`src/rtl/seg_display_arbiter.sv`:
```
// rtl/seg_display_arbiter.sv - priority/hold arbiter sharing two 4-digit seven-segment banks
// between three frame clients, with a free-running shared digit scan.
module seg_display_arbiter #(
  parameter int SCAN_DIV    = 200000,
  parameter int HOLD_CYCLES = 100000000
) (
  input  logic        clk,
  input  logic        reset,
  input  logic [2:0]  req,
  input  logic [63:0] frame0,
  input  logic [63:0] frame1,
  input  logic [63:0] frame2,
  output logic [2:0]  grant,
  output logic [7:0]  seg,
  output logic [7:0]  seg1,
  output logic [3:0]  an,
  output logic [3:0]  an_right
);

  localparam int PW = (SCAN_DIV > 1) ? $clog2(SCAN_DIV) : 1;
  localparam int HW = (HOLD_CYCLES > 1) ? $clog2(HOLD_CYCLES) : 1;
  localparam logic [PW-1:0] PRE_LAST  = PW'(SCAN_DIV - 1);
  localparam logic [HW-1:0] HOLD_LOAD = HW'(HOLD_CYCLES - 1);

  typedef enum logic {IDLE, OWN} state_t;

  state_t        state, state_n;
  logic [2:0]    grant_n;
  logic [HW-1:0] hold, hold_n;
  logic [PW-1:0] prescaler;
  logic [1:0]    digit;
  logic          tick;
  logic [2:0]    winner;
  logic [63:0]   owner_frame;

  function automatic logic [2:0] top_req(input logic [2:0] r);
    if (r[2])      return 3'b100;
    else if (r[1]) return 3'b010;
    else if (r[0]) return 3'b001;
    else           return 3'b000;
  endfunction

  assign tick   = (prescaler == PRE_LAST);
  assign winner = top_req(req);

  // Scan timer never restarts on ownership changes, so digits keep a steady cadence.
  always_ff @(posedge clk or posedge reset) begin
    if (reset) begin
      prescaler <= '0;
      digit     <= 2'd0;
    end else begin
      if (tick) begin
        prescaler <= '0;
        digit     <= digit + 2'd1;
      end else begin
        prescaler <= prescaler + 1'b1;
      end
    end
  end

  always_ff @(posedge clk or posedge reset) begin
    if (reset) begin
      state <= IDLE;
      grant <= 3'b000;
      hold  <= '0;
    end else begin
      state <= state_n;
      grant <= grant_n;
      hold  <= hold_n;
    end
  end

  always_comb begin
    state_n = state;
    grant_n = grant;
    hold_n  = hold;
    case (state)
      IDLE: begin
        if (req != 3'b000) begin
          grant_n = winner;
          hold_n  = HOLD_LOAD;
          state_n = OWN;
        end
      end
      OWN: begin
        if (hold != '0) hold_n = hold - 1'b1;
        if ((req & grant) == 3'b000) begin
          if (req != 3'b000) begin
            grant_n = winner;
            hold_n  = HOLD_LOAD;
          end else begin
            grant_n = 3'b000;
            hold_n  = '0;
            state_n = IDLE;
          end
        // One-hot grants compare numerically in priority order.
        end else if ((hold == '0) && (winner > grant)) begin
          grant_n = winner;
          hold_n  = HOLD_LOAD;
        end
      end
      default: begin
        grant_n = 3'b000;
        hold_n  = '0;
        state_n = IDLE;
      end
    endcase
  end

  always_comb begin
    owner_frame = 64'd0;
    case (grant)
      3'b001:  owner_frame = frame0;
      3'b010:  owner_frame = frame1;
      3'b100:  owner_frame = frame2;
      default: owner_frame = 64'd0;
    endcase
  end

  always_ff @(posedge clk or posedge reset) begin
    if (reset) begin
      seg      <= 8'd0;
      seg1     <= 8'd0;
      an       <= 4'b0000;
      an_right <= 4'b0000;
    end else if (grant == 3'b000) begin
      seg      <= 8'd0;
      seg1     <= 8'd0;
      an       <= 4'b0000;
      an_right <= 4'b0000;
    end else begin
      seg      <= owner_frame[{digit, 3'b000} +: 8];
      seg1     <= owner_frame[{1'b1, digit, 3'b000} +: 8];
      an       <= 4'b0001 << digit;
      an_right <= 4'b0001 << digit;
    end
  end

endmodule

```
`config.mk`:
```
export PLATFORM = sky130hd
export DESIGN_NAME = seg_display_arbiter
export DESIGN_NICKNAME = d
export VERILOG_FILES = /design/src/rtl/seg_display_arbiter.sv
export SDC_FILE = /design/constraint.sdc
export NUM_CORES = 1
export LEC_CHECK = 0
export CAP_MARGIN = 30
export CORE_AREA = 2 2 111 113
export DETAILED_ROUTE_END_ITERATION = 8
export DIE_AREA = 0 0 113 115
export PLACE_DENSITY_LB_ADDON = 0.25
export SYNTH_ARGS = -nofsm -noshare
export SYNTH_HDL_FRONTEND = slang
export SYNTH_SLANG_ARGS = --single-unit
```
`constraint.sdc`:
```
create_clock -name clk -period 3.45 [get_ports clk]
set_clock_uncertainty 0.2 [all_clocks]
set_input_delay 0.345 -clock clk [delete_from_list [all_inputs] [get_ports clk]]
set_output_delay 0.345 -clock clk [all_outputs]
set_load 0.03 [all_outputs]
```
==> impl_metrics.toml, run 1 <==
[timing]
finalCritPeriodShare_pct = 86.6
relSlewSlack_pct = 46.8
hold_ws_ps = 284
rsz0062_at_grt = "no"
finalSetupViolCount = 0
tns_ps = 0
max_freq_ghz = 0.335
hold_viol = 0
period_needed_ps = 2990
report.final.slew_viol_count = 0
worst_pin_slew_ps = 793

[setup_path]
cp_max_fo = 12
reg2reg_from = "hold[0]$_DFFE_PP0P_"
arrival_ps = 3060
critPathKind = "flip-flop to flip-flop"
worstSetupStartpointType = "flip-flop"
end_kind = "flip-flop"
critPathRequiredTime_ps = 3520
crit_start = "hold[0]$_DFFE_PP0P_"

[grt]
grt_max_degree = 67
gr-total-overflow = 0
grt_first_pass_wirelength_mm = 28.2
antenna_found_initial = 1
first_global_vias = 5374
grtUsageTotal_pct = 27.5

[detailed_routing]
vias = 5449
drt_wl_total_mm = 18.1
via_per_inst = 5.76
drc = 6
drtAntennaViolNets = 0
routedWlPerCell_um = 19.1
drt_first_pass_iters = 9
first_iter_violations = 587

[clock_tree]
root_buffer = "clkbuf_16"
cts_tree = "yes"
ctsLongestPathBuffers = 2
clk_pin_slew_ps = 50
cts_setup_buffers = 0
ctsResizeCount = 0
ctsHoldBuffers = 0
clkLatencyLatePin_ps = 330
htreeDepth = 3
cts_buffers = 9
cts.sink_count = 71

[synth]
synth_warnings = 0
synthCells = 584
yosysTopAreaCell = "dfrtp_1"
synth_area_mm2 = 0.00497
synthArstFlopShare_pct = 100
synth_edf_count = 0
ys_ff_latch = 71
synthFlopType = "dfrtp_1"
synth_cell_types = 55
ys_seq_area_share_pct = 35.7
synth_area_leaders = "dfrtp_1, a22oi_1, o21ai_0"
synth_fp_nets = 791
postSynthAreaPerCell_um2 = 8.52
yosysTopAreaCellShare_pct = 35.7

[run_status]
failed_checks = "DRC"
run_status = "complete, but fails checks"

[floorplanning]
die-area_mm2 = 0.0130
die_w_um = 113
initial_utilization_pct = 42.1
fp-row-count = 40
die_h_um = 115
io_pins = 224
coreArea_mm2 = 0.0118

[cells_and_area]
layout_common_cells = "clkdlybuf4s50_1, nand2_1, o21ai_0, dfrtp_1, a22oi_1"
drive_above_1_share_pct = 8.16
area_delta_synth_final_pct = 53.9
design_area_mm2 = 0.00765
final_common_cell = "clkdlybuf4s50_1"
fin_nets = 1003
fillers = 973

[pwr]
leakagePower_uw = 0.00286
p_seq_share_pct = 33.6
p_int_uw = 2090
powerDensity_mw_per_mm2 = 423
ir_drop_uv = 252
power_frac_clock_pct = 24.2
comb_power_share_pct = 42.2
sw_frac_of_total_pct = 35.5
p_sw_uw = 1150

[placed_design]
placed_area_mm2 = 0.00741
routabilityCongestion = 0.927
port_buffers = 223
hpwl_mm = 14.1

[min_path]
min_path_type = "input pin to async pin"

[job]
cap_viol_max_count = 0
power groups by stage:
stage               Clock (µW)  Sequential [µW]  Combinational (µW)
finish                     784             1090                1370
CTS                        799             1080                1360
floorplan                    0             1170                 667
detailed placement           0             1090                1350
global route               832             1100                1480
global placement             0             1090                1330
path summary, 6_finish.rpt:
kind	endpoint	slack [ps]	cells after the start
max in group asynchronous	grant[0]$_DFFE_PP0P_	2090	3
max	hold[4]$_DFFE_PP0P_	460	8
max reg2reg	hold[4]$_DFFE_PP0P_	460	8
min reg2reg	prescaler[15]$_DFF_PP0_	300	1
min in group clk	prescaler[15]$_DFF_PP0_	300	1
min	an_right[2]$_DFF_PP0_	280	2
flip-flops by register name, indices dropped and copies added, names as in the netlist:
signal	count
state	1
prescaler	18
seg1	8
seg	8
hold	27
digit	2
grant	3
an_right	4
cell usage after synthesis, drive strengths merged, types with 8 or more instances:
library cell	n
buf	11
mux4	16
nor2	52
nand2	82
nor3	15
xor2	9
a21oi	27
o21ai	76
a22oi	65
nand3	12
xnor2	12
clkbuf	33
nor4	8
ha	10
inv	10
dfrtp	71
o22a	12
cell type report:
class | count | area (µm²) | share of cell area [%]
clock buffers | 10 | 229 | 2.99
inverters | 11 | 41.3 | 0.539
repair buffers | 245 | 2420 | 31.6
flip-flops and latches | 71 | 1780 | 23.2
multi-input cells | 458 | 2980 | 39.0
clock inverters | 2 | 12.5 | 0.163
well taps | 147 | 184 | 2.40
diodes | 2 | 5.00 | 0.0654
stage by stage:
step | utilization (%) | std cells | total power [µW] | setup WS (ps)
finish | 64.8 | 946 | 3240 | 463
global route | 64.8 | 945 | 3410 | 337
CTS | 64.8 | 944 | 3240 | 554
detailed placement | 62.7 | 932 | 2440 | 355
global placement | 62.7 | 932 | 2410 | 468
floorplan | - | 584 | 1830 | 786
critical path, cell delays in order (launching register included):
cell,delay (ps)
dfrtp_1,380
inv_1,100
ha_1,200
nand2b_1,110
nand4bb_1,250
or4_1,710
o31ai_4,600
o21a_1,240
o22a_1,140
metal layers:
metal	GRT usage, %	share of wire (%)	routed length, µm	vias to the layer above
li1	-	-	-	2591
met1	35.8	40	7260	2579
met2	45.7	50	9050	249
met3	6.11	7.8	1400	30
met4	9.67	2.1	374	0
met5	0	0	0	-
cell families (layout without fill, tap and decap cells):
kind of cell               count (synthesis)  count (layout)  synth area share (%)
AOI/OAI and AO/OA                        210             210                  27.2
muxes                                     18              18                  7.70
buffers and inverters                     55             268                  4.73
and+or+nand+nor                          199             199                  18.5
DFF                                       71              71                  35.7
xor gates and xnor gates                  21              21                  3.70
other                                      0               2                     0
adders and majority gates                 10              10                  2.52
Power figures use the tool's default switching activity.
==> run 2, diff against run 1 <==
CAP_MARGIN = default   (was 30)
==> results of run 2 <==
The final DEF is identical to that of run 1; final timing and power are the same.
==> run 3, diff against run 2 <==
CAP_MARGIN = 25   (was default)
GPL_TIMING_DRIVEN = 1   (was default)
==> results of run 3 <==
The final DEF is identical to that of run 1; final timing and power are the same.
